`src/rtl/chain_mixer_dispense_seq.sv`:
```
// rtl/chain_mixer_dispense_seq.sv - valve sequencer for the serial mixer chain
//
// Opens the carrier inlet, meters each enabled reagent inlet in stage order
// with a closed-valve mixing dwell after every dose, then presents the
// finished plug downstream on a valid/ready handshake.
//
// Ports:
//   clk, rst_n            clock, asynchronous active-low reset
//   start, abort          begin sequence (IDLE only) / cancel active sequence
//   carrier_ticks         cycles valve_j0 stays open (0 treated as 1)
//   reagent_ticks         cycles each valve_k[i] stays open (0 treated as 1)
//   dwell_ticks           closed-valve cycles after each dose (0 treated as 1)
//   stage_mask            1 = dose stage i, 0 = skip stage i
//   valve_j0, valve_k     carrier valve, reagent valves (one-hot or zero)
//   stage_idx             current stage
//   busy                  high in any state other than IDLE
//   out_valid, out_ready  plug handoff to the collector
//   done, err_abort       one-cycle completion / abort pulses
module chain_mixer_dispense_seq #(
    parameter int N_STAGES = 64,
    parameter int CNT_W    = 16,
    parameter int IDX_W    = 6
) (
    input  logic                clk,
    input  logic                rst_n,
    input  logic                start,
    input  logic                abort,
    input  logic [CNT_W-1:0]    carrier_ticks,
    input  logic [CNT_W-1:0]    reagent_ticks,
    input  logic [CNT_W-1:0]    dwell_ticks,
    input  logic [N_STAGES-1:0] stage_mask,
    output logic                valve_j0,
    output logic [N_STAGES-1:0] valve_k,
    output logic [IDX_W-1:0]    stage_idx,
    output logic                busy,
    output logic                out_valid,
    input  logic                out_ready,
    output logic                done,
    output logic                err_abort
);

    typedef enum logic [2:0] {
        S_IDLE,
        S_CARRIER,
        S_REAGENT,
        S_DWELL,
        S_SKIP,
        S_OUTPUT
    } state_t;

    localparam logic [N_STAGES-1:0] K_ONE     = N_STAGES'(1);
    localparam logic [IDX_W-1:0]    LAST_IDX  = IDX_W'(N_STAGES - 1);

    state_t                state_q, state_n;
    logic [CNT_W-1:0]      cnt_q, cnt_n;
    logic [IDX_W-1:0]      idx_n;
    logic [CNT_W-1:0]      reagent_m1_q, dwell_m1_q;
    logic [N_STAGES-1:0]   mask_q;
    logic                  done_n, err_n;
    logic [IDX_W-1:0]      idx_inc;
    logic                  expired;
    logic                  accept_start;

    // Counters hold "remaining cycles minus one", so max(ticks,1)-1 is the load value.
    function automatic logic [CNT_W-1:0] ticks_m1(input logic [CNT_W-1:0] t);
        return (t == '0) ? '0 : t - CNT_W'(1);
    endfunction

    assign idx_inc      = stage_idx + IDX_W'(1);
    assign expired      = (cnt_q == '0);
    assign accept_start = (state_q == S_IDLE) && start && !abort;

    always_comb begin
        state_n = state_q;
        cnt_n   = cnt_q;
        idx_n   = stage_idx;
        done_n  = 1'b0;
        err_n   = 1'b0;

        case (state_q)
            S_IDLE: begin
                if (accept_start) begin
                    state_n = S_CARRIER;
                    cnt_n   = ticks_m1(carrier_ticks);
                    idx_n   = '0;
                end
            end
            S_CARRIER: begin
                if (expired) begin
                    // Carrier hands straight to stage 0 without a closed gap.
                    state_n = mask_q[0] ? S_REAGENT : S_SKIP;
                    cnt_n   = mask_q[0] ? reagent_m1_q : '0;
                end else begin
                    cnt_n = cnt_q - CNT_W'(1);
                end
            end
            S_REAGENT: begin
                if (expired) begin
                    state_n = S_DWELL;
                    cnt_n   = dwell_m1_q;
                end else begin
                    cnt_n = cnt_q - CNT_W'(1);
                end
            end
            S_DWELL, S_SKIP: begin
                if (expired) begin
                    if (stage_idx == LAST_IDX) begin
                        state_n = S_OUTPUT;
                    end else begin
                        idx_n   = idx_inc;
                        state_n = mask_q[idx_inc] ? S_REAGENT : S_SKIP;
                        cnt_n   = mask_q[idx_inc] ? reagent_m1_q : '0;
                    end
                end else begin
                    cnt_n = cnt_q - CNT_W'(1);
                end
            end
            S_OUTPUT: begin
                if (out_ready) begin
                    state_n = S_IDLE;
                    done_n  = 1'b1;
                end
            end
            default: begin
                state_n = S_IDLE;
            end
        endcase

        // Abort overrides expiry and the output handshake alike.
        if ((state_q != S_IDLE) && abort) begin
            state_n = S_IDLE;
            cnt_n   = '0;
            done_n  = 1'b0;
            err_n   = 1'b1;
        end
    end

    always_ff @(posedge clk or negedge rst_n) begin
        if (!rst_n) begin
            state_q      <= S_IDLE;
            cnt_q        <= '0;
            stage_idx    <= '0;
            reagent_m1_q <= '0;
            dwell_m1_q   <= '0;
            mask_q       <= '0;
            valve_j0     <= 1'b0;
            valve_k      <= '0;
            busy         <= 1'b0;
            out_valid    <= 1'b0;
            done         <= 1'b0;
            err_abort    <= 1'b0;
        end else begin
            state_q   <= state_n;
            cnt_q     <= cnt_n;
            stage_idx <= idx_n;
            if (accept_start) begin
                reagent_m1_q <= ticks_m1(reagent_ticks);
                dwell_m1_q   <= ticks_m1(dwell_ticks);
                mask_q       <= stage_mask;
            end
            // Outputs are decoded from the next state so they change on the entry edge.
            valve_j0  <= (state_n == S_CARRIER);
            valve_k   <= (state_n == S_REAGENT) ? (K_ONE << idx_n) : '0;
            busy      <= (state_n != S_IDLE);
            out_valid <= (state_n == S_OUTPUT);
            done      <= done_n;
            err_abort <= err_n;
        end
    end

endmodule

```
`config.mk`:
```
export PLATFORM = sky130hd
export DESIGN_NAME = chain_mixer_dispense_seq
export DESIGN_NICKNAME = d
export VERILOG_FILES = /design/src/rtl/chain_mixer_dispense_seq.sv
export SDC_FILE = /design/constraint.sdc
export NUM_CORES = 1
export LEC_CHECK = 0
export CORE_MARGIN = 4
export CORE_UTILIZATION = 40
export DETAILED_ROUTE_END_ITERATION = 16
export SYNTH_ARGS = -nofsm -noshare
export SYNTH_HDL_FRONTEND = slang
export SYNTH_SLANG_ARGS = --single-unit
```
`constraint.sdc`:
```
create_clock -name clk -period 7 [get_ports clk]
set_input_delay 1.4 -clock clk [delete_from_list [all_inputs] [get_ports clk]]
set_output_delay 1.4 -clock clk [all_outputs]
set_load 0.02 [all_outputs]
```
## After elaboration in Yosys (flattened, before gate mapping)

Cells that the tools add are included.

| cells by class | value |
|---|---|
| muxes and demuxes | 33 |
| add/subtract/negate cells | 5 |
| reduce and logical (&&, ||, !) cells | 14 |
| shift operators | 1 |
| equal/unequal tests | 11 |
| magnitude comparators | 1 |

Operator list:

| cell | count |
|---|---|
| $mux W16 | 11 |
| $logic_not A16 Y1 | 4 |
| $mux W64 | 1 |
| $pmux W16 S4 | 1 |
| $shl A1 B6 Y64 const A | 1 |
| $sub A16 B1 Y16 const B | 4 |
| $mux W3 | 9 |
| $mux W6 | 3 |
| $pmux W3 S5 | 1 |
| $pmux W6 S2 | 1 |
| $eq A3 B2 Y1 const B | 3 |
| $eq A3 B3 Y1 const B | 3 |
| $lt A6 B7 Y1 const B | 1 |
| $add A6 B1 Y6 const B | 1 |
| $bmux W1 S6 | 1 |
| $eq A3 B1 Y1 const B | 2 |
| $eq A6 B6 Y1 const B | 1 |
| $reduce_bool A3 Y1 | 2 |
| $mux W1 | 5 |
| $reduce_bool A5 Y1 | 1 |
| $ne A4 B4 Y1 const B | 1 |
| $logic_and A1 B1 Y1 | 3 |
| $logic_not A3 Y1 | 1 |
| $ne A3 B2 Y1 const B | 1 |
| other kinds (3) | 3 |

| storage, ports and cells | value |
|---|---|
| input port bits | 117 |
| logic and storage cells | 77 |
| register bits | 190 |
| output and inout bits | 75 |

## Longest topological paths before layout

| depth | value |
|---|---|
| word-level depth | 10 |
| gate-level depth with buffers | 12 |
| mapped depth without buffers | 11 |

## Worst setup path after synthesis

Ideal clock, no wire load.

| timing | value |
|---|---|
| path type | input port to flip-flop |
| start point | in reagent_ticks[8] |
| end point | reg reagent_m1_q[10] |
| library setup time | 0.133 ns |
| data required time | 6.867 ns |
| path buffers | 1 |
| path slack | 3.746 ns |
| arrival time | 3.121 ns |
| stages | 6 |
| cell sequence | or4_1 > nor4_1 > nand2b_1 > o41ai_2 > clkbuf_1 > o21ai_0 |

| between the ends | value |
|---|---|
| cells in the longest elaborated chain, start to end | 2 |
| elaborated cells on any way between the ends | 3 |
| those cells by class | 1 x add/sub; 1 x mux; 1 x reduce/logical |

Ends and longest elaborated chain:

| what | RTL line | source |
|---|---|---|
| start, declared | 29 | `input logic [CNT_W-1:0] reagent_ticks,` |
| $sub A16 B1 Y16 / $logic_not A16 Y1 (equally long branches) | 66 | `return (t == '0) ? '0 : t - CNT_W'(1);` |
| $mux W16 * | 66 |  |
| end signal, assigned | 157 | `reagent_m1_q <= ticks_m1(reagent_ticks);` |
| end, declared | 57 | `logic [CNT_W-1:0] reagent_m1_q, dwell_m1_q;` |

Mark *: on every way between the ends. The rest lies on a longest branch, timed or not.
A chain may end at the register's enable or synchronous reset.

## Final worst setup path

| timing | value |
|---|---|
| start point | in abort |
| end point | reg valve_k[18] |

| between the ends | value |
|---|---|
| cells in the longest elaborated chain, start to end | 7 |
| elaborated cells on any way between the ends | 11 |
| those cells by class | 1 x eq/ne; 1 x shift; 6 x mux; 3 x reduce/logical |

Ends and longest elaborated chain:

| what | RTL line | source |
|---|---|---|
| start, declared | 27 | `input logic abort,` |
| $logic_not A1 Y1 | 71 | `assign accept_start = (state_q == S_IDLE) && start && !abort;` |
| $logic_and A1 B1 Y1 | 71 |  |
| $mux W3 | 82 | `if (accept_start) begin` |
| $pmux W3 S5 | 80 | `case (state_q)` |
| $mux W3 | 130 | `if ((state_q != S_IDLE) && abort) begin` |
| $eq A3 B2 Y1 | 163 | `valve_k <= (state_n == S_REAGENT) ? (K_ONE << idx_n) : '0;` |
| $mux W64 * | 163 |  |
| end signal, assigned | 163 |  |
| end, declared | 33 | `output logic [N_STAGES-1:0] valve_k,` |

Marks and branches as above.

==> impl_metrics.csv <==
group,metric,value,unit
outcome,status,"complete, no violations",
clock_tree,cts.htree.levels,4,
final_layout,seq_area,4755,um^2
place,port_buffers,191,
final_layout,syn_to_final_growth,27.80,%
clock_tree,cts_buffer_depth,2,
final_layout,final_nets,1347,
floorplan,io_pins,192,
critical_path,cp_data_required_time,7.37,ns
clock_tree,postCtsSetupBuffers,0,
synthesis,synthFlopType,"dfrtp_1",
final_layout,n_fill_cell,2243,
synthesis,synth_top_family_by_area,"simple AND/OR/NAND/NOR gates",
route,ant_nets,0,
clock_tree,cts_tree,"built",
floorplan,fp.dieArea,27260,um^2
final_layout,fin_util,51.89,%
clock_tree,clockRootBuffer,"clkbuf_16",
floorplan,die_x,165.1,um
critical_path,critical-path-top-delay-family,"buffers and inverters",
synthesis,syn_area,9874,um^2
synthesis,synth_cell_type_count,79,
global_routing,antenna_found_initial,0,
route,wire_per_inst,16.87,um
critical_path,crit_chain,"clkdlybuf4s50_1 -> nor2b_1 -> nand2_4 -> buf_4 -> nand3_1 -> o21ai_0 -> nand2_1 -> nor3_2",
critical_path,crit_path_end_kind,"flop",
critical_path,cp-start-kind,"primary input",
sta,skew,0.01967,ns
sta,worst_pin_slew,1.080,ns
global_routing,top_usage_layer,"met1",
sta,setup_tns,0,ns
pwr,max-vdd-ir-drop,0.1863,mV
critical_path,cp.arrival,4.44,ns
final_layout,drive_gt1_share,10.75,%
synthesis,ys_ff_latch,190,
global_routing,grt_pass1_vias,7845,
route,first_iter_violations,451,
synthesis,ys_warn_count,0,
global_routing,grtUsageTotal,19.52,%
sta,slew_headroom,27.21,%
final_layout,layout_commonest_cell,"nand2_1",
critical_path,worstSetupPathType,"primary input to flop",
sta,fin_ws,2.930,ns
sta,whs,0.4705,ns
floorplan,start_util,40.60,%
final_layout,antenna_cells,0,
critical_path,cp_num_buf_inv,2,
global_routing,grt_max_degree,122,
pwr,p_leak,5.258,nW
global_routing,grt-ovfl-total,0,
critical_path,crit_path_max_incr_delay,0.75,ns
route,drt_wl_total,26330,um
run,cap_violations,0,
synthesis,synthMuxAreaShare,4.524,%
synthesis,synth_compound_area_share,11.28,%
synthesis,yosys.area.top_type,"dfrtp_1",
synthesis,syn-num-nets,1187,
clock_tree,clock_sinks,190,
final_layout,mostFrequentLayoutCells,"nand2_1, dfrtp_1, clkdlybuf4s50_1, o21ai_0, nor2_1",
final_layout,multi_input_area,4747,um^2
sta,rsz0062_at_grt,"no",
sta,fin_crit,4.070,ns
floorplan,rows,57,
synthesis,synth_xor_area_share,4.524,%
hold_path,hp-class,"flop to flop",
sta,fmax,245.7,MHz
synthesis,seq_area_frac_synth,48.15,%
floorplan,die_h,165.1,um
route,vias,8090,
synthesis,synth-simple-area-share,26.90,%
global_routing,grt_first_pass_wirelength,42260,um
critical_path,crit_fanout,100,
critical_path,crit_slowest_cell,"buf_4",
pwr,total_power,0.003664,W
route,avgViaCountPerCell,5.183,
place,routabilityCongestion,0.8398,
synthesis,synth_fa_ha_area_share,0.7603,%
place,dp_hpwl,19000,um
global_routing,use_met3,3.698,%
sta,hold_viol_final,0,
floorplan,core_region_area,24320,um^2
place,pre_cts_ws,2.459,ns
route,first_pass_iters,5,
sta,period_share,58.14,%
synthesis,synth_top_cell_area_share,48.15,%
clock_tree,path_clk_slew,0.09,ns
synthesis,syn_inst,1064,
sta,slew_violations,0,
sta,setup_violations,0,
synthesis,async_reset_ff_share,100.0,%
clock_tree,insertion_delay,0.44,ns
route,drcViolationCount,0,
synthesis,synth_area_leaders,"dfrtp_1, nand2_1, nor3_2",
synthesis,synth-edff-count,0,
global_routing,met2_usage,29.27,%
synthesis,syn_avg_cell_area,9.281,um^2
pwr,power.density,290.3,nW/um^2
clock_tree,post_cts_resized,0,
clock_tree,numCtsBuffers,17,
clock_tree,hold_buffers,0,
global_routing,global_route.usage.met1,29.87,%
[tightest hold or removal path, delay by kind of cell, from the launching register on]
kind	cells	cell delay, ns
DFF	1	0.34
and+or+nand+nor	2	0.10
[cells in the mapped netlist, types with 13 or more instances]
cell type and count:
nand2_1 297, xor2_1 20, o21ai_0 58, a31oi_1 13
inv_1 19, nor3_2 42, xnor2_1 26, dfrtp_1 190
nor3_1 33, clkbuf_1 29, a21oi_1 30, mux2i_1 15
nand3_1 34, nor2_1 57
[stage by stage]
stage          instance area (um^2)  instances
6_report                      12620       1561
3_5_place_dp                  11970       1529
3_3_place_gp                  11970       1529
2_1_floorplan                  9874       1064
4_1_cts                       12620       1561
5_1_grt                       12620       1561
[power by group]
group          leakage (nW)  internal (W)  switching, W  total (W)
clock                 0.314      0.000512      0.000543    0.00106
sequential             2.47       0.00142      0.000249    0.00167
combinational          2.48      0.000409      0.000533   0.000942
total                  5.26       0.00234       0.00133    0.00366
[area by class of cell]
class	count	share of cell area, %
sequential	190	37.68
multi-input combinational	794	37.62
timing repair buffer	199	15.66
clock buffer	17	3.371
tap	324	3.212
clock inverter	15	1.814
inverter	22	0.6544
[flip-flops by register name, summed over array words and instances (netlist names)]
signal	cells
busy	1
valve_j0	1
stage_idx	6
err_abort	1
mask_q	64
dwell_m1_q	16
done	1
out_valid	1
cnt_q	16
state_q	3
reagent_m1_q	16
valve_k	64
[cells by family after synthesis]
| group | count (synthesis) |
|---|---|
| fa+ha+maj | 6 |
| flops | 190 |
| xor+xnor | 48 |
| buf+inv | 80 |
| mux | 30 |
| compound gates | 165 |
| simple gates | 545 |
[per-layer routing]
layer	up-vias	share of wire (%)
met3	12	5.3
met4	0	0.81
met5	-	0
met1	3862	49
li1	3980	-
met2	236	45
[path summary, 6_finish.rpt]
kind | end | start | depth (start not counted) | slack (ns)
setup reg to reg | cnt_q[12] | stage_idx[0] | 10 | 3.02
hold / removal | mask_q[49] | mask_q[49] | 2 | 0.47
min in group asynchronous | cnt_q[8] | rst_n | 1 | 1.06
hold reg to reg | mask_q[49] | mask_q[49] | 2 | 0.47
setup / recovery | valve_k[18] | abort | 8 | 2.93
max in group asynchronous | mask_q[37] | rst_n | 2 | 4.48
Power figures use the tool's default switching activity.
